`config.mk`:
```
export PLATFORM = sky130hd
export DESIGN_NAME = pipeline_stall_control_flat
export DESIGN_NICKNAME = d
export VERILOG_FILES = /design/src/rtl/pipeline_stall_control_if.sv /design/src/rtl/pipeline_stall_control.sv /design/src/flat_wrapper.sv
export SDC_FILE = /design/constraint.sdc
export NUM_CORES = 1
export LEC_CHECK = 0
export CAP_MARGIN = 30
export CORE_ASPECT_RATIO = 1.25
export CORE_MARGIN = 2
export CORE_UTILIZATION = 46
export CTS_BUF_LIST = sky130_fd_sc_hd__clkbuf_8
export CTS_CLUSTER_DIAMETER = 150
export CTS_CLUSTER_SIZE = 12
export DETAILED_ROUTE_END_ITERATION = 10
export PLACE_DENSITY_LB_ADDON = 0.12
export RECOVER_POWER = 25
export SLEW_MARGIN = 15
export SYNTH_ARGS = -nofsm -noshare
export SYNTH_HDL_FRONTEND = slang
export SYNTH_SLANG_ARGS = --single-unit
```
`constraint.sdc`:
```
create_clock -name clock -period 1.85 [get_ports clock]
set_input_delay 0.185 -clock clock [delete_from_list [all_inputs] [get_ports clock]]
set_output_delay 0.185 -clock clock [all_outputs]
set_load 0.02 [all_outputs]
```
`src/rtl/pipeline_stall_control_if.sv`:
```
// Stall request / stall vector bundle between the pipeline stages and the
// central stall generator.
interface pipeline_stall_control_if #(
  parameter int COUNT_WIDTH = 6
);
  logic                   id_stall_request;
  logic                   ex_stall_request;
  logic                   ex_multicycle_start;
  logic [COUNT_WIDTH-1:0] ex_multicycle_cycles;
  logic                   mem_stall_request;
  logic                   flush;
  logic [5:0]             stall;
  logic                   ex_multicycle_busy;
  logic                   ex_multicycle_done;
  logic [31:0]            stall_cycles;

  // master: the pipeline stages raising requests and consuming the stall vector
  modport master (
    output id_stall_request, ex_stall_request, ex_multicycle_start,
           ex_multicycle_cycles, mem_stall_request, flush,
    input  stall, ex_multicycle_busy, ex_multicycle_done, stall_cycles
  );

  // slave: the stall generator itself
  modport slave (
    input  id_stall_request, ex_stall_request, ex_multicycle_start,
           ex_multicycle_cycles, mem_stall_request, flush,
    output stall, ex_multicycle_busy, ex_multicycle_done, stall_cycles
  );
endinterface

```
`src/rtl/pipeline_stall_control.sv`:
```
// Central stall generator: priority-encodes ID/EX/MEM stall requests into the
// per-stage hold vector, sequences multi-cycle EX ops and counts stall cycles.
module pipeline_stall_control #(
  parameter int COUNT_WIDTH = 6
) (
  input  logic                     clock,
  input  logic                     reset,
  pipeline_stall_control_if.slave  bus
);

  typedef enum logic {IDLE, BUSY} state_t;

  state_t                 state_q;
  logic [COUNT_WIDTH-1:0] count_q;
  logic [31:0]            stall_cycles_q;

  logic                   short_op;
  logic [COUNT_WIDTH-1:0] load_value;
  logic                   start_ok;
  logic                   ex_hold;
  logic                   done;
  logic [5:0]             stall;

  // N of 0 or 1 completes in the start cycle itself; otherwise N-1 more cycles follow.
  assign short_op   = (bus.ex_multicycle_cycles <= COUNT_WIDTH'(1));
  assign load_value = short_op ? '0 : bus.ex_multicycle_cycles - COUNT_WIDTH'(1);
  assign start_ok   = (state_q == IDLE) && bus.ex_multicycle_start && !bus.flush;

  assign ex_hold = bus.ex_stall_request
                || (state_q == BUSY)
                || ((state_q == IDLE) && bus.ex_multicycle_start);

  always_comb begin
    // NOTE: every variable assigned in always_comb gets a default first, so no path can infer a latch.
    stall = 6'b000000;
    if (reset || bus.flush)         stall = 6'b000000;
    else if (bus.mem_stall_request) stall = 6'b011111;
    else if (ex_hold)               stall = 6'b001111;
    else if (bus.id_stall_request)  stall = 6'b000111;
  end

  // Done is suppressed whenever MEM holds the pipe or the op is being flushed.
  assign done = !reset && !bus.mem_stall_request && !bus.flush
             && (((state_q == BUSY) && (count_q == COUNT_WIDTH'(1)))
              || (start_ok && short_op));

  // NOTE: sequential state uses non-blocking assignments so all flops update from pre-edge values.
  always_ff @(posedge clock or posedge reset) begin
    if (reset) begin
      state_q        <= IDLE;
      count_q        <= '0;
      stall_cycles_q <= '0;
    end else begin
      if (stall[0]) stall_cycles_q <= stall_cycles_q + 32'd1;

      unique case (state_q)
        IDLE: begin
          if (start_ok) begin
            count_q <= load_value;
            if (!short_op) state_q <= BUSY;
          end
        end
        BUSY: begin
          if (bus.flush) begin
            state_q <= IDLE;
            count_q <= '0;
          end else if (!bus.mem_stall_request) begin
            count_q <= count_q - COUNT_WIDTH'(1);
            if (count_q == COUNT_WIDTH'(1)) state_q <= IDLE;
          end
        end
      endcase
    end
  end

  assign bus.stall              = stall;
  assign bus.ex_multicycle_busy = (state_q == BUSY);
  assign bus.ex_multicycle_done = done;
  assign bus.stall_cycles       = stall_cycles_q;

endmodule

```
`src/flat_wrapper.sv`:
```
// flat-port wrapper written by rule: the top's interface ports become plain ports
module pipeline_stall_control_flat 
#(
  parameter int COUNT_WIDTH = 6
)
  (clock, reset, bus_id_stall_request, bus_ex_stall_request, bus_ex_multicycle_start, bus_ex_multicycle_cycles, bus_mem_stall_request, bus_flush, bus_stall, bus_ex_multicycle_busy, bus_ex_multicycle_done, bus_stall_cycles);
  pipeline_stall_control_if #(.COUNT_WIDTH(COUNT_WIDTH)) bus_i ();
  input  logic clock;
  input  logic reset;
  input wire logic [$bits(bus_i.id_stall_request)-1:0] bus_id_stall_request;
  input wire logic [$bits(bus_i.ex_stall_request)-1:0] bus_ex_stall_request;
  input wire logic [$bits(bus_i.ex_multicycle_start)-1:0] bus_ex_multicycle_start;
  input wire logic [$bits(bus_i.ex_multicycle_cycles)-1:0] bus_ex_multicycle_cycles;
  input wire logic [$bits(bus_i.mem_stall_request)-1:0] bus_mem_stall_request;
  input wire logic [$bits(bus_i.flush)-1:0] bus_flush;
  output wire logic [$bits(bus_i.stall)-1:0] bus_stall;
  output wire logic [$bits(bus_i.ex_multicycle_busy)-1:0] bus_ex_multicycle_busy;
  output wire logic [$bits(bus_i.ex_multicycle_done)-1:0] bus_ex_multicycle_done;
  output wire logic [$bits(bus_i.stall_cycles)-1:0] bus_stall_cycles;
  assign bus_i.id_stall_request = bus_id_stall_request;
  assign bus_i.ex_stall_request = bus_ex_stall_request;
  assign bus_i.ex_multicycle_start = bus_ex_multicycle_start;
  assign bus_i.ex_multicycle_cycles = bus_ex_multicycle_cycles;
  assign bus_i.mem_stall_request = bus_mem_stall_request;
  assign bus_i.flush = bus_flush;
  assign bus_stall = bus_i.stall;
  assign bus_ex_multicycle_busy = bus_i.ex_multicycle_busy;
  assign bus_ex_multicycle_done = bus_i.ex_multicycle_done;
  assign bus_stall_cycles = bus_i.stall_cycles;
  pipeline_stall_control #(.COUNT_WIDTH(COUNT_WIDTH)) u_core (.clock(clock), .reset(reset), .bus(bus_i));
endmodule
```
==> results.cfg, run 1 <==
[run_status]
outcome = completed

[logic_synthesis]
syn_inst = 201
synth_edf_count = 0
async_reset_ff_share_pct = 100
synth.cell_area_um2 = 2070
ys_seq_area_share_pct = 47.0
synthTopCellsByArea = dfrtp_1 (47%), xnor2_1 (11%), nand2_1 (3.8%)
synth_top_cell_area_share_pct = 47.0
yosys_warnings = 0
synth_seq_cells = 39
synth_fp_nets = 219
synth_area_leader_cell = dfrtp_1
ys_types = 40
avgSynthCellArea_um2 = 10.3
synth_ff_type = dfrtp_1

[finish]
layout_commonest_cell = clkdlybuf4s50_1
num_antenna_cells = 0
area_growth_pct = 44.8
multiInputGateArea_um2 = 1080
drive_gt1_share_pct = 24.3
final_nets = 310
layout_common_cells = clkdlybuf4s50_1 (41), dfrtp_1 (39), buf_4 (37)
ff_latch_area_um2 = 976
fillCellCount = 359

[route]
first_pass_iters = 4
drtIter0Drc = 89
routed_wl_um = 4590
avgViaCountPerCell = 5.18
post_drt_wl_per_cell_um = 13.1
routed-via-count = 1813
antenna_left = 0
drc = 0

[floorplanning]
fp.dieH_um = 79.1
ios = 53
die_width_um = 64.1
initial_core_util_pct = 47.6
core_um2 = 4360
rows = 27
dieArea_um2 = 5070

[timing]
postLayoutSetupSlackWorst_ps = 14.8
finalSetupViolCount = 0
clock.fmax_mhz = 545
period_share_pct = 99.2
fin_crit_ps = 1840
worstMarginPinSlew_ps = 957
drv_slew = 0
fin_skew_ps = 4.39
slew_headroom_pct = 36.2
hold_viol_final = 0
rsz0062_at_grt = yes
timing.hold.ws_ps = 417

[worst_setup_path]
reg2reg_from = u_core.bus.ex_multicycle_busy
setup.worst_path.start_class = register
crit_chain = nor4_2 -> buf_4 -> a31oi_2 -> nor4b_4 -> buf_4
worstSetupEndpointType = output port
cp.arrival_ps = 1650
startpoint = u_core.count_q[4]
crit_slowest_cell = dfrtp_1
required_ps = 1660
crit_fanout = 2
slowest_delay_ps = 390
crit_path_frequent_cell = buf_4
crit_type = register to output port

[cts]
clk-insertion-delay-late_ps = 290
clk_pin_slew_ps = 70
clock_sinks = 39
cts_buffer_depth = 2
cts_max_level = 2
cts_root_buffer = clkbuf_8
numCtsBuffers = 5
cts_tree = yes

[grt]
met2_usage_pct = 39.0
grt-ovfl-total = 0
busiest_layer = met2
grt_pass1_vias = 1865
antenna_found_initial = 0
grt_pass1_wl_um = 8140
met3_usage_pct = 3.12
grt_use_total_pct = 20.6
grt_max_degree = 40
grt.met1_usage_pct = 22.0

[hold_path]
hp-class = input port to register
hp-start = bus_ex_multicycle_cycles[4]

[power]
ir_worst_vdd_v = 0.000581
p_per_area_nw_per_um2 = 766
leakage_nw = 1.38

[placed_design]
dpl.hpwl_um = 3570
place_ws_ps = -765
routabilityCongestion = 0.821
portBuffers = 51

[run]
drv_cap = 0
registers in the layout, indices dropped and copies added, names as in the netlist:
signal                         flops
u_core.count_q                     6
u_core.bus.stall_cycles           32
u_core.bus.ex_multicycle_busy      1
critical path, delay by kind of cell (launching register included):
family          cells  cell delay (ps)
simple gates        2              510
flops               1              390
buf+inv             2              340
compound gates      1              110
cells in the mapped netlist, types with 2 or more instances:
| master | instances |
|---|---|
| nor3_1 | 8 |
| ha_1 | 5 |
| o21ai_0 | 10 |
| buf_4 | 3 |
| or3_1 | 2 |
| xnor2_1 | 27 |
| nand2b_1 | 3 |
| nand4_1 | 6 |
| a21oi_1 | 5 |
| and3_1 | 3 |
| xor2_1 | 8 |
| dfrtp_1 | 39 |
| inv_1 | 6 |
| and4_1 | 2 |
| a32oi_1 | 3 |
| nand2_1 | 21 |
| nor2_1 | 14 |
| and2_1 | 3 |
| nand3_1 | 12 |
path summary, 6_finish.rpt:
kind                                               end  slack (ps)  depth (start not counted)
min                                  u_core.count_q[4]         420                          5
max                             bus_ex_multicycle_done          10                          5
min reg2reg                u_core.bus.stall_cycles[31]         480                          1
max reg2reg                u_core.bus.stall_cycles[23]          90                          7
max in group asynchronous   u_core.bus.stall_cycles[3]         740                          3
min in group asynchronous   u_core.bus.stall_cycles[5]         520                          3
cell families (layout without fill, tap and decap cells):
kind of cell | count (synthesis) | after routing | synth area share (%)
flops | 39 | 39 | 47.0
xor+xnor | 35 | 35 | 14.8
buf+inv | 11 | 102 | 2.89
compound gates | 23 | 23 | 7.30
fa+ha+maj | 5 | 5 | 3.02
other cells | 1 | 1 | 0.181
simple gates | 87 | 87 | 24.8
repair_timing:
action / in CTS / in global routing
hold buffers: 0 / 0
cloned: 0 / 0
gates resized for setup: 41 / 5
setup buffers: 2 / 1
endpoints found under the hold margin: 0 / 0
endpoints found under the setup margin: 5 / 11
pin swaps: 5 / 1
metrics by stage:
| step | utilization, % | area (µm²) | setup TNS [ps] | power (mW) | instances |
|---|---|---|---|---|---|
| 2_1_floorplan | - | 2080 | 0 | 1.37 | 201 |
| 3_3_place_gp | 66.3 | 2890 | -7200 | 1.71 | 340 |
| 3_5_place_dp | 66.3 | 2890 | -7270 | 1.73 | 340 |
| 4_1_cts | 68.2 | 2970 | 0 | 2.31 | 349 |
| 5_1_grt | 68.9 | 3000 | -133 | 2.44 | 350 |
| 6_report | 68.9 | 3000 | 0 | 2.30 | 350 |
layout make-up:
type                       instances  share of cell area, %
clock inverter                     1                  0.167
inverter                           6                  0.750
multi-input combinational        151                   36.0
tap                               58                   2.42
clock buffer                       6                   2.75
sequential                        39                   32.5
timing repair buffer              89                   25.5
metal layers:
layer  part of all wire (%)  routed length (µm)
met5                      0                   0
met3                    2.6                 119
met2                     58                2660
met4                    2.8                 128
met1                     37                1680
report_power, final:
| part | leakage [nW] | internal [mW] | switching, mW |
|---|---|---|---|
| clock network | 0.0470 | 0.292 | 0.284 |
| logic | 0.804 | 0.343 | 0.350 |
| registers | 0.527 | 0.942 | 0.0895 |
| total | 1.38 | 1.58 | 0.724 |
No activity file was read; power rests on OpenSTA's default activity.
==> run 2, diff against run 1 <==
--- a/config.mk
+++ b/config.mk
@@ -8,7 +8,7 @@
 export CAP_MARGIN = 30
 export CORE_ASPECT_RATIO = 1.25
 export CORE_MARGIN = 2
-export CORE_UTILIZATION = 46
+export CORE_UTILIZATION = 25
 export CTS_BUF_LIST = sky130_fd_sc_hd__clkbuf_8
 export CTS_CLUSTER_DIAMETER = 150
 export CTS_CLUSTER_SIZE = 12
==> results.cfg, run 2 (synthesis results as in run 1) <==
[run_status]
outcome = completed

[finish]
final_cell_area_um2 = 3050
layout_commonest_cell = dfrtp_1
drive_gt1_share_pct = 23.2
final_nets = 310
layout_common_cells = dfrtp_1 (39), clkdlybuf4s50_1 (38), buf_4 (36)
largest_reg_flops = 32
fillCellCount = 856
multiInputGateArea_um2 = 1090
area_growth_pct = 47.2
ff_latch_area_um2 = 976
final_util_pct = 37.5
num_antenna_cells = 0

[placed_design]
place_ws_ps = -719
place_area_um2 = 2930
routabilityCongestion = 0.782
portBuffers = 51
dpl.hpwl_um = 3690

[grt]
grt_use_total_pct = 11.3
antenna_found_initial = 0
grt_max_degree = 40
grt-ovfl-total = 0
grt_pass1_wl_um = 8000
grt_pass1_vias = 1617

[route]
routed-via-count = 1699
drtIter0Drc = 32
routed_wl_um = 4790
avgViaCountPerCell = 4.36
antenna_left = 0
m1WireLength_um = 2130
drc = 0
highest_layer = met4
post_drt_wl_per_cell_um = 12.3
first_pass_iters = 4
wl_met3_um = 226
wl_met2_um = 2360

[timing]
clock.fmax_mhz = 543
period_share_pct = 99.5
timing.hold.ws_ps = 237
slew_headroom_pct = 34.8
postLayoutSetupSlackWorst_ps = 8.73
hold_viol_final = 0
fin_crit_ps = 1840
rsz0062_at_grt = yes
setup_tns_ps = 0
worstMarginPinSlew_ps = 977
finalSetupViolCount = 0
drv_slew = 0
fin_skew_ps = 8.67

[floorplanning]
fp.dieH_um = 106
ios = 53
rows = 37
initial_core_util_pct = 25.5
die_width_um = 85.5
dieArea_um2 = 9050
core_um2 = 8150

[cts]
cts_tree = yes
cts_hold_buf = 0
clk-insertion-delay-late_ps = 280
cts_root_buffer = clkbuf_8
cts_buffer_depth = 2
cts_max_level = 2
numCtsBuffers = 5
clk_pin_slew_ps = 80
clock_sinks = 39

[run]
drv_cap = 0

[worst_setup_path]
slowest_delay_ps = 340
crit_path_frequent_cell = or3_4
cp.arrival_ps = 1660
setup.worst_path.start_class = input port
crit_chain = dlygate4sd2_1 -> or3_4 -> or3_4 -> nor2b_4 -> nor4b_2 -> buf_2
crit_slowest_cell = or3_4
crit_fanout = 2
crit_type = input port to output port
required_ps = 1660
worstSetupEndpointType = output port

[power]
p_per_area_nw_per_um2 = 740
leakage_nw = 1.39
ir_worst_vdd_v = 0.000381

[hold_path]
hp-class = input port to register
run 2: changes by cell type in the layout (fill, tap and decap cells not counted), moves of 2 or more:
cell | previous run | this run
buf_6 | 2 | 0
dlygate4sd2_1 | 1 | 3
clkdlybuf4s15_1 | 1 | 3
inv_1 | 4 | 6
clkdlybuf4s50_1 | 41 | 38
run 2: worst max-delay path: cells and delay by family:
family	cells	cell delay (ps)
buf+inv	2	450
simple gates	4	1040
run 2: final timing paths:
| path | startpoint | to | slack, ps | depth (start not counted) |
|---|---|---|---|---|
| worst min register to register | u_core.bus.stall_cycles[31] | u_core.bus.stall_cycles[31] | 470 | 1 |
| min in group asynchronous | reset | u_core.bus.ex_multicycle_busy | 780 | 4 |
| max in group asynchronous | reset | u_core.bus.stall_cycles[31] | 460 | 4 |
| worst max-delay path | bus_ex_multicycle_cycles[4] | bus_ex_multicycle_done | 9 | 6 |
| worst max register to register | u_core.bus.ex_multicycle_busy | u_core.bus.stall_cycles[12] | 100 | 7 |
| worst min-delay path | bus_flush | u_core.bus.ex_multicycle_busy | 240 | 2 |
run 2: final cells by class:
type                            instances  share of cell area (%)
Tap cell                               97                    3.97
Sequential cell                        39                    32.0
Clock inverter                          3                   0.410
Clock buffer                            5                    2.25
Timing Repair Buffer                   89                    25.1
Multi-Input combinational cell        151                    35.6
Inverter                                6                   0.737
run 2: layer usage:
| metal | GRT usage (%) | vias up |
|---|---|---|
| met5 | 0 | - |
| li1 | - | 879 |
| met4 | 3.74 | 0 |
| met3 | 2.74 | 4 |
| met2 | 18.5 | 39 |
| met1 | 14.4 | 777 |
run 2: per-stage QoR:
step | instances | power, mW
floorplan | 201 | 1.37
global placement | 378 | 1.72
detailed placement | 378 | 1.72
CTS | 387 | 2.28
global route | 390 | 2.42
finish | 390 | 2.26
run 2: what timing repair did:
item / in CTS / in global routing
pin swaps: 5 / 5
hold endpoints to repair: 0 / 0
setup endpoints to repair: 14 / 10
setup buffers: 1 / 3
resized for setup: 33 / 8
run 2: report_power, final:
group / switching, mW / internal [mW] / total (mW)
Combinational: 0.355 / 0.337 / 0.692
Sequential: 0.0826 / 0.942 / 1.02
Clock: 0.289 / 0.254 / 0.543
Total: 0.727 / 1.53 / 2.26
